--- src/rtl/fifo_bank_sequencer.sv ---
// fifo_bank_sequencer: walks a masked bank of FIFOs one at a time,
// flushing, filling with a known pattern, draining and checking each.
module fifo_bank_sequencer #(
  parameter int NUM_FIFO  = 8,
  parameter int DATAWIDTH = 16,
  parameter int DEPTH     = 512
) (
  input  logic                 WBs_CLK_i,
  input  logic                 WBs_RST_i,
  input  logic                 start_i,
  input  logic                 abort_i,
  input  logic [NUM_FIFO-1:0]  fifo_mask_i,
  input  logic [9:0]           burst_len_i,
  input  logic [NUM_FIFO-1:0]  full_i,
  input  logic [NUM_FIFO-1:0]  empty_i,
  input  logic [DATAWIDTH-1:0] rd_data_i,
  output logic [NUM_FIFO-1:0]  push_o,
  output logic [NUM_FIFO-1:0]  pop_o,
  output logic [NUM_FIFO-1:0]  flush_o,
  output logic [DATAWIDTH-1:0] push_data_o,
  output logic [2:0]           fifo_sel_o,
  output logic                 busy_o,
  output logic                 done_o,
  output logic                 error_o,
  output logic [1:0]           err_code_o,
  output logic [3:0]           pass_cnt_o
);

  localparam logic [2:0] S_IDLE   = 3'd0;
  localparam logic [2:0] S_NEXT   = 3'd1;
  localparam logic [2:0] S_FLUSH  = 3'd2;
  localparam logic [2:0] S_SETTLE = 3'd3;
  localparam logic [2:0] S_FILL   = 3'd4;
  localparam logic [2:0] S_DRAIN  = 3'd5;
  localparam logic [2:0] S_CHECK  = 3'd6;
  localparam logic [2:0] S_DONE   = 3'd7;

  localparam logic [10:0] MAX_LEN = 11'(DEPTH);

  logic [2:0]          state_q, state_d;
  logic [2:0]          sel_q, sel_d;
  logic [3:0]          srch_q, srch_d;
  logic [NUM_FIFO-1:0] mask_q, mask_d;
  logic [9:0]          len_q, len_d;
  logic [9:0]          idx_q, idx_d;
  logic                settle_q, settle_d;
  logic [1:0]          err_q, err_d;
  logic [3:0]          pass_q, pass_d;

  logic [NUM_FIFO-1:0]  sel_oh;
  logic                 full_sel;
  logic                 empty_sel;
  logic                 nxt_found;
  logic [2:0]           nxt_sel;
  logic [9:0]           len_sat;
  logic [9:0]           idx_inc;
  logic [DATAWIDTH-1:0] exp_word;
  logic                 cmp_en;
  logic                 bad;
  logic                 do_push;
  logic                 do_pop;
  logic [3:0]           pass_inc;

  function automatic logic [DATAWIDTH-1:0] pat(
    input logic [2:0] s,
    input logic [9:0] i
  );
    logic [15:0] p;
    p = {s, 3'b000, i};
    return DATAWIDTH'(p);
  endfunction

  assign sel_oh    = NUM_FIFO'(1) << sel_q;
  assign full_sel  = |(full_i & sel_oh);
  assign empty_sel = |(empty_i & sel_oh);
  assign idx_inc   = idx_q + 10'd1;
  assign len_sat   = ({1'b0, burst_len_i} > MAX_LEN) ? MAX_LEN[9:0] : burst_len_i;
  assign pass_inc  = (pass_q == 4'hF) ? pass_q : pass_q + 4'd1;

  // Read data trails each pop by one cycle, so check the previous word.
  assign exp_word = pat(sel_q, idx_q - 10'd1);
  assign cmp_en   = ((state_q == S_DRAIN) && (idx_q != 10'd0)) ||
                    (state_q == S_CHECK);
  assign bad      = cmp_en && (rd_data_i != exp_word);
  assign do_push  = (state_q == S_FILL) && !full_sel;
  assign do_pop   = (state_q == S_DRAIN) && !bad && !empty_sel;

  // Strobes are gated by abort in the same cycle.
  assign push_o      = (do_push && !abort_i) ? sel_oh : '0;
  assign pop_o       = (do_pop && !abort_i) ? sel_oh : '0;
  assign flush_o     = ((state_q == S_FLUSH) && !abort_i) ? sel_oh : '0;
  assign push_data_o = pat(sel_q, idx_q);
  assign fifo_sel_o  = sel_q;
  // busy drops as done pulses, so an empty pass is busy for one cycle.
  assign busy_o      = (state_q != S_IDLE) && (state_q != S_DONE);
  assign done_o      = (state_q == S_DONE) && !abort_i;
  assign error_o     = |err_q;
  assign err_code_o  = err_q;
  assign pass_cnt_o  = pass_q;

  // Lowest masked FIFO at or above the search index.
  always_comb begin
    nxt_found = 1'b0;
    nxt_sel   = 3'd0;
    for (int i = NUM_FIFO - 1; i >= 0; i--) begin
      if (mask_q[i] && (4'(i) >= srch_q)) begin
        nxt_found = 1'b1;
        nxt_sel   = 3'(i);
      end
    end
  end

  // Pass sequencing and error capture.
  always_comb begin
    state_d  = state_q;
    sel_d    = sel_q;
    srch_d   = srch_q;
    mask_d   = mask_q;
    len_d    = len_q;
    idx_d    = idx_q;
    settle_d = settle_q;
    err_d    = err_q;
    pass_d   = pass_q;
    unique case (state_q)
      S_IDLE: begin
        if (start_i) begin
          mask_d  = fifo_mask_i;
          len_d   = len_sat;
          err_d   = 2'd0;
          pass_d  = 4'd0;
          srch_d  = 4'd0;
          state_d = S_NEXT;
        end
      end
      S_NEXT: begin
        if (nxt_found) begin
          sel_d   = nxt_sel;
          state_d = S_FLUSH;
        end else begin
          state_d = S_DONE;
        end
      end
      S_FLUSH: begin
        settle_d = 1'b0;
        state_d  = S_SETTLE;
      end
      S_SETTLE: begin
        settle_d = 1'b1;
        idx_d    = 10'd0;
        if (settle_q) begin
          if (len_q == 10'd0) begin
            pass_d  = pass_inc;
            srch_d  = {1'b0, sel_q} + 4'd1;
            state_d = S_NEXT;
          end else begin
            state_d = S_FILL;
          end
        end
      end
      S_FILL: begin
        if (full_sel) begin
          err_d   = 2'd1;
          state_d = S_DONE;
        end else if (idx_inc == len_q) begin
          idx_d   = 10'd0;
          state_d = S_DRAIN;
        end else begin
          idx_d = idx_inc;
        end
      end
      S_DRAIN: begin
        if (bad) begin
          err_d   = 2'd3;
          state_d = S_DONE;
        end else if (empty_sel) begin
          err_d   = 2'd2;
          state_d = S_DONE;
        end else begin
          idx_d = idx_inc;
          if (idx_inc == len_q) state_d = S_CHECK;
        end
      end
      S_CHECK: begin
        if (bad) begin
          err_d   = 2'd3;
          state_d = S_DONE;
        end else begin
          pass_d  = pass_inc;
          srch_d  = {1'b0, sel_q} + 4'd1;
          state_d = S_NEXT;
        end
      end
      S_DONE: begin
        state_d = S_IDLE;
      end
    endcase
    if (abort_i && (state_q != S_IDLE)) begin
      state_d = S_IDLE;
      err_d   = err_q;
      pass_d  = pass_q;
    end
  end

  // State registers with synchronous reset.
  always_ff @(posedge WBs_CLK_i) begin
    if (WBs_RST_i) begin
      state_q  <= S_IDLE;
      sel_q    <= 3'd0;
      srch_q   <= 4'd0;
      mask_q   <= '0;
      len_q    <= 10'd0;
      idx_q    <= 10'd0;
      settle_q <= 1'b0;
      err_q    <= 2'd0;
      pass_q   <= 4'd0;
    end else begin
      state_q  <= state_d;
      sel_q    <= sel_d;
      srch_q   <= srch_d;
      mask_q   <= mask_d;
      len_q    <= len_d;
      idx_q    <= idx_d;
      settle_q <= settle_d;
      err_q    <= err_d;
      pass_q   <= pass_d;
    end
  end

endmodule

--- config.mk ---
export PLATFORM = sky130hd
export DESIGN_NAME = fifo_bank_sequencer
export DESIGN_NICKNAME = d
export VERILOG_FILES = /design/src/rtl/fifo_bank_sequencer.sv
export SDC_FILE = /design/constraint.sdc
export NUM_CORES = 1
export LEC_CHECK = 0
export BUFFER_PORTS_ARGS = -buffer_cell sky130_fd_sc_hd__buf_2
export CORE_MARGIN = 3
export CORE_UTILIZATION = 45
export DETAILED_ROUTE_END_ITERATION = 8
export GPL_TIMING_DRIVEN = 0
export PLACE_DENSITY = 0.74
export SLEW_MARGIN = 25
export SYNTH_ARGS = -nofsm -noshare
export SYNTH_HDL_FRONTEND = slang
export SYNTH_SLANG_ARGS = --single-unit
--- constraint.sdc ---
create_clock -name WBs_CLK_i -period 4.7 [get_ports WBs_CLK_i]
set_input_delay 0.94 -clock WBs_CLK_i [delete_from_list [all_inputs] [get_ports WBs_CLK_i]]
set_output_delay 0.94 -clock WBs_CLK_i [all_outputs]
set_load 0.1 [all_outputs]
==> key figures <==
Cells and area
  – Layout Nets: 665
  – # diodes: 0
  – Most frequent cells in the layout: 93 x buf_2, 66 x nand2_1, 43 x dfxtp_1
  – Area Overhead vs Synth: 23.0%
  – Most common cell after layout, fill and taps aside: buf_2
  – Share of post-route cells with drive strength above 1: 27.0%

Synth
  – Post-synth EDFFs: 0
  – Gate Count Post-Synth: 491
  – Synth warnings: 0
  – Async S/R FF share, synth: 0%
  – Flip-flop and latch count after synthesis: 45
  – Sequential area share after synthesis: 24.8%
  – Post-synth cell types: 72
  – Synthesized area per cell: 7.40 sq um
  – Main flop type after synthesis: dfxtp_1
  – Post-synthesis cell area: 0.00363 sq mm

STA
  – RSZ-0062 raised after global routing: false
  – Total negative slack: 0 ns
  – Final period utilization: 95.3%
  – Final worst slack: 0.219 ns
  – Fmax: 223 MHz
  – Final Critical Period: 4.48 ns
  – Fin. Hold Viols: 0
  – Final Slew Violations: 0
  – Worst-Margin Slew: 0.648 ns
  – Setup Skew: 0.0152 ns
  – Normalized max-slew margin: 56.8%
  – Setup violators final: 0

Worst hold path
  – Hold WC Path Type: flip-flop to flip-flop
  – Hold_sp: mask_q[0]
  – Worst hold endpoint: mask_q[0]
  – Worst hold stages: 2

Detailed routing
  – Antenna Nets Post-Route: 0
  – First-pass detailed-route iteration total: 6
  – Drt total wl: 10600 microns
  – 1st-iter DRT viols: 266
  – Vias/cell: 5.66
  – # DRC: 0
  – Via count: 3992
  – DR WL/cell: 15.1 microns

Setup path
  – Reg2reg start: idx_q[0]
  – Worst R2R Path Depth: 11
  – Worst path arrival time: 3.54 ns
  – Worst reg2reg endpoint: idx_q[7]
  – CP required: 3.76 ns
  – Maximum fanout along the worst path: 9
  – Worst setup EP type: primary output
  – Reg2Reg Setup Slack: 1.41 ns
  – Startpoint types: flip-flop
  – Setup CP Type: flip-flop to primary output

Floorplan
  – Row count: 32
  – I/O pin total: 106
  – Starting density of the core: 46.8%
  – Core area: 0.00777 sq mm
  – Die Ht: 95.8 microns
  – Die W: 95.8 microns
  – DIE AREA: 0.00919 sq mm

Placement
  – Placer congestion estimate: 0.890
  – Port buffer count: 102
  – Post-Place Worst Slack: 0.253 ns
  – HPWL after DPL: 8360 microns

Global routing
  – GRT overflow: 0
  – Vias in the first global route: 3464
  – Initial antenna violation count: 0
  – Largest net degree at the start of global routing: 16
  – Overall routing resource usage: 22.6%
  – First-pass GRT wire length: 16800 microns

Clock network
  – TritonCTS buffer count: 5
  – CTS tree: yes
  – Clk buf depth: 2
  – Clk root buf: clkbuf_8
  – Number of setup buffers added after CTS: 0
  – Max H-tree Level: 2
  – Clock sinks: 45
  – Post-cts hold buffer count: 0
  – CTS clk-pin slew, worst paths: 0.09 ns
  – Skew-Pair Late Insertion Delay: 0.31 ns

Outcome
  – Status: complete, no violations

Pwr
  – Power Dens Cells: 391 mW/mm^2
  – Maximum vdd ir drop: 0.258 mV
  – Static Leak: 1.90 nW

Run
  – Max Cap Viol: 0
-- critical path, cell delays in order (launching register included) --
cell and delay (ns):
dfxtp_1 0.56, clkinv_1 0.34, ha_1 0.34, a22o_1 0.25, or4_1 0.62, or2_2 0.32
clkbuf_1 0.29, nor2_2 0.16, clkbuf_4 0.34
-- power by group --
part / internal, W / total, W / switching (W)
combinational: 0.000308 / 0.00101 / 0.000704
clock: 0.000106 / 0.000248 / 0.000143
sequential: 0.000432 / 0.000486 / 0.0000548
-- synth_stat cells (3+ instances only) --
cell type,instances,share of area (%)
mux2i_1,6,1.7
ha_1,9,3.1
nand2b_1,11,1.9
a31oi_1,3,0.52
nand3_1,15,2.1
or3_1,3,0.52
and3_1,8,1.4
or2_2,4,0.69
a221o_1,5,1.4
clkbuf_1,18,1.9
nor2b_1,6,1.0
o31ai_1,4,0.83
dfxtp_1,45,25
nor3b_1,4,0.83
nand3b_1,10,2.1
a21boi_0,5,1.0
a21oi_1,39,5.4
buf_4,6,1.2
a211oi_1,4,0.83
buf_2,7,0.96
nor2_1,51,5.3
o21ai_1,3,0.41
a222oi_1,4,1.1
clkinv_1,3,0.31
o21ai_0,19,2.6
nor3_1,10,1.4
xnor2_1,15,3.6
nor4_1,7,1.2
a21o_1,4,0.83
xor2_1,16,3.9
nand2_1,66,6.8
a22o_1,5,1.2
inv_1,13,1.3
and2_1,4,0.69
a22oi_1,6,1.2
nand4_1,5,0.86
-- repair_timing --
| action | CTS | global route |
|---|---|---|
| pin swaps | 0 | 0 |
| gates resized for setup | 8 | 14 |
| setup endpoints to repair | 8 | 16 |
-- area by class of cell --
type                       instances  area (sq um)
inverter                          16          60.1
clock inverter                     3          21.3
tap                              102           128
clock buffer                       5          68.8
buffer                            33           164
timing repair buffer             102           551
fill                             766          3300
multi-input combinational        399          2570
sequential                        45           903
-- cells by family (layout without fill, tap and decap cells) --
group | after synthesis | in the layout | share of synthesized area, %
AO/OA/AOI/OAI | 130 | 130 | 25.1
XOR/XNOR | 31 | 31 | 7.48
adder cells (fa/ha/maj) | 9 | 9 | 3.10
buffers and inverters | 49 | 159 | 6.13
flip-flops | 45 | 45 | 24.8
multiplexers | 6 | 6 | 1.65
other | 1 | 3 | 0.103
AND/OR/NAND/NOR | 220 | 220 | 31.7
-- metal layers --
metal  global-route usage, %  vias up  wire length (microns)
li1                        -     1980                      -
met4                    6.52        0                    157
met3                    2.42       15                    725
met2                    36.0      172                   4900
met5                       0        -                      0
met1                    32.3     1825                   4830
-- per-stage QoR --
step                total power [W]  cells  util [%]  area [sq um]  hold WS (ns)
floorplan                   0.00128    493         -          3690         0.432
global placement            0.00148    697      55.7          4330         0.442
detailed placement          0.00149    697      55.7          4330         0.446
CTS                         0.00174    705      57.1          4440         0.459
global route                0.00186    705      57.5          4470         0.487
finish                      0.00175    705      57.5          4470         0.454
-- state kept, by name (all words and copies together), names as in the netlist --
register / flops
srch_q: 4
settle_q: 1
state_q: 3
pass_cnt_o: 4
len_q: 10
idx_q: 10
err_code_o: 2
mask_q: 8
fifo_sel_o: 3
-- worst max path at each step --
stage,start,endpoint,slack (ns),depth (start not counted)
2_1_floorplan,fifo_sel_o[0],pop_o[0],-0.28,10
5_1_grt,fifo_sel_o[2],push_o[7],0.04,8
3_5_place_dp,empty_i[4],pop_o[6],0.25,10
4_1_cts,fifo_sel_o[0],pop_o[6],0.08,11
6_report,fifo_sel_o[2],push_o[4],0.22,8
3_3_place_gp,empty_i[0],pop_o[1],0.30,10
No activity file was read; power rests on OpenSTA's default activity.
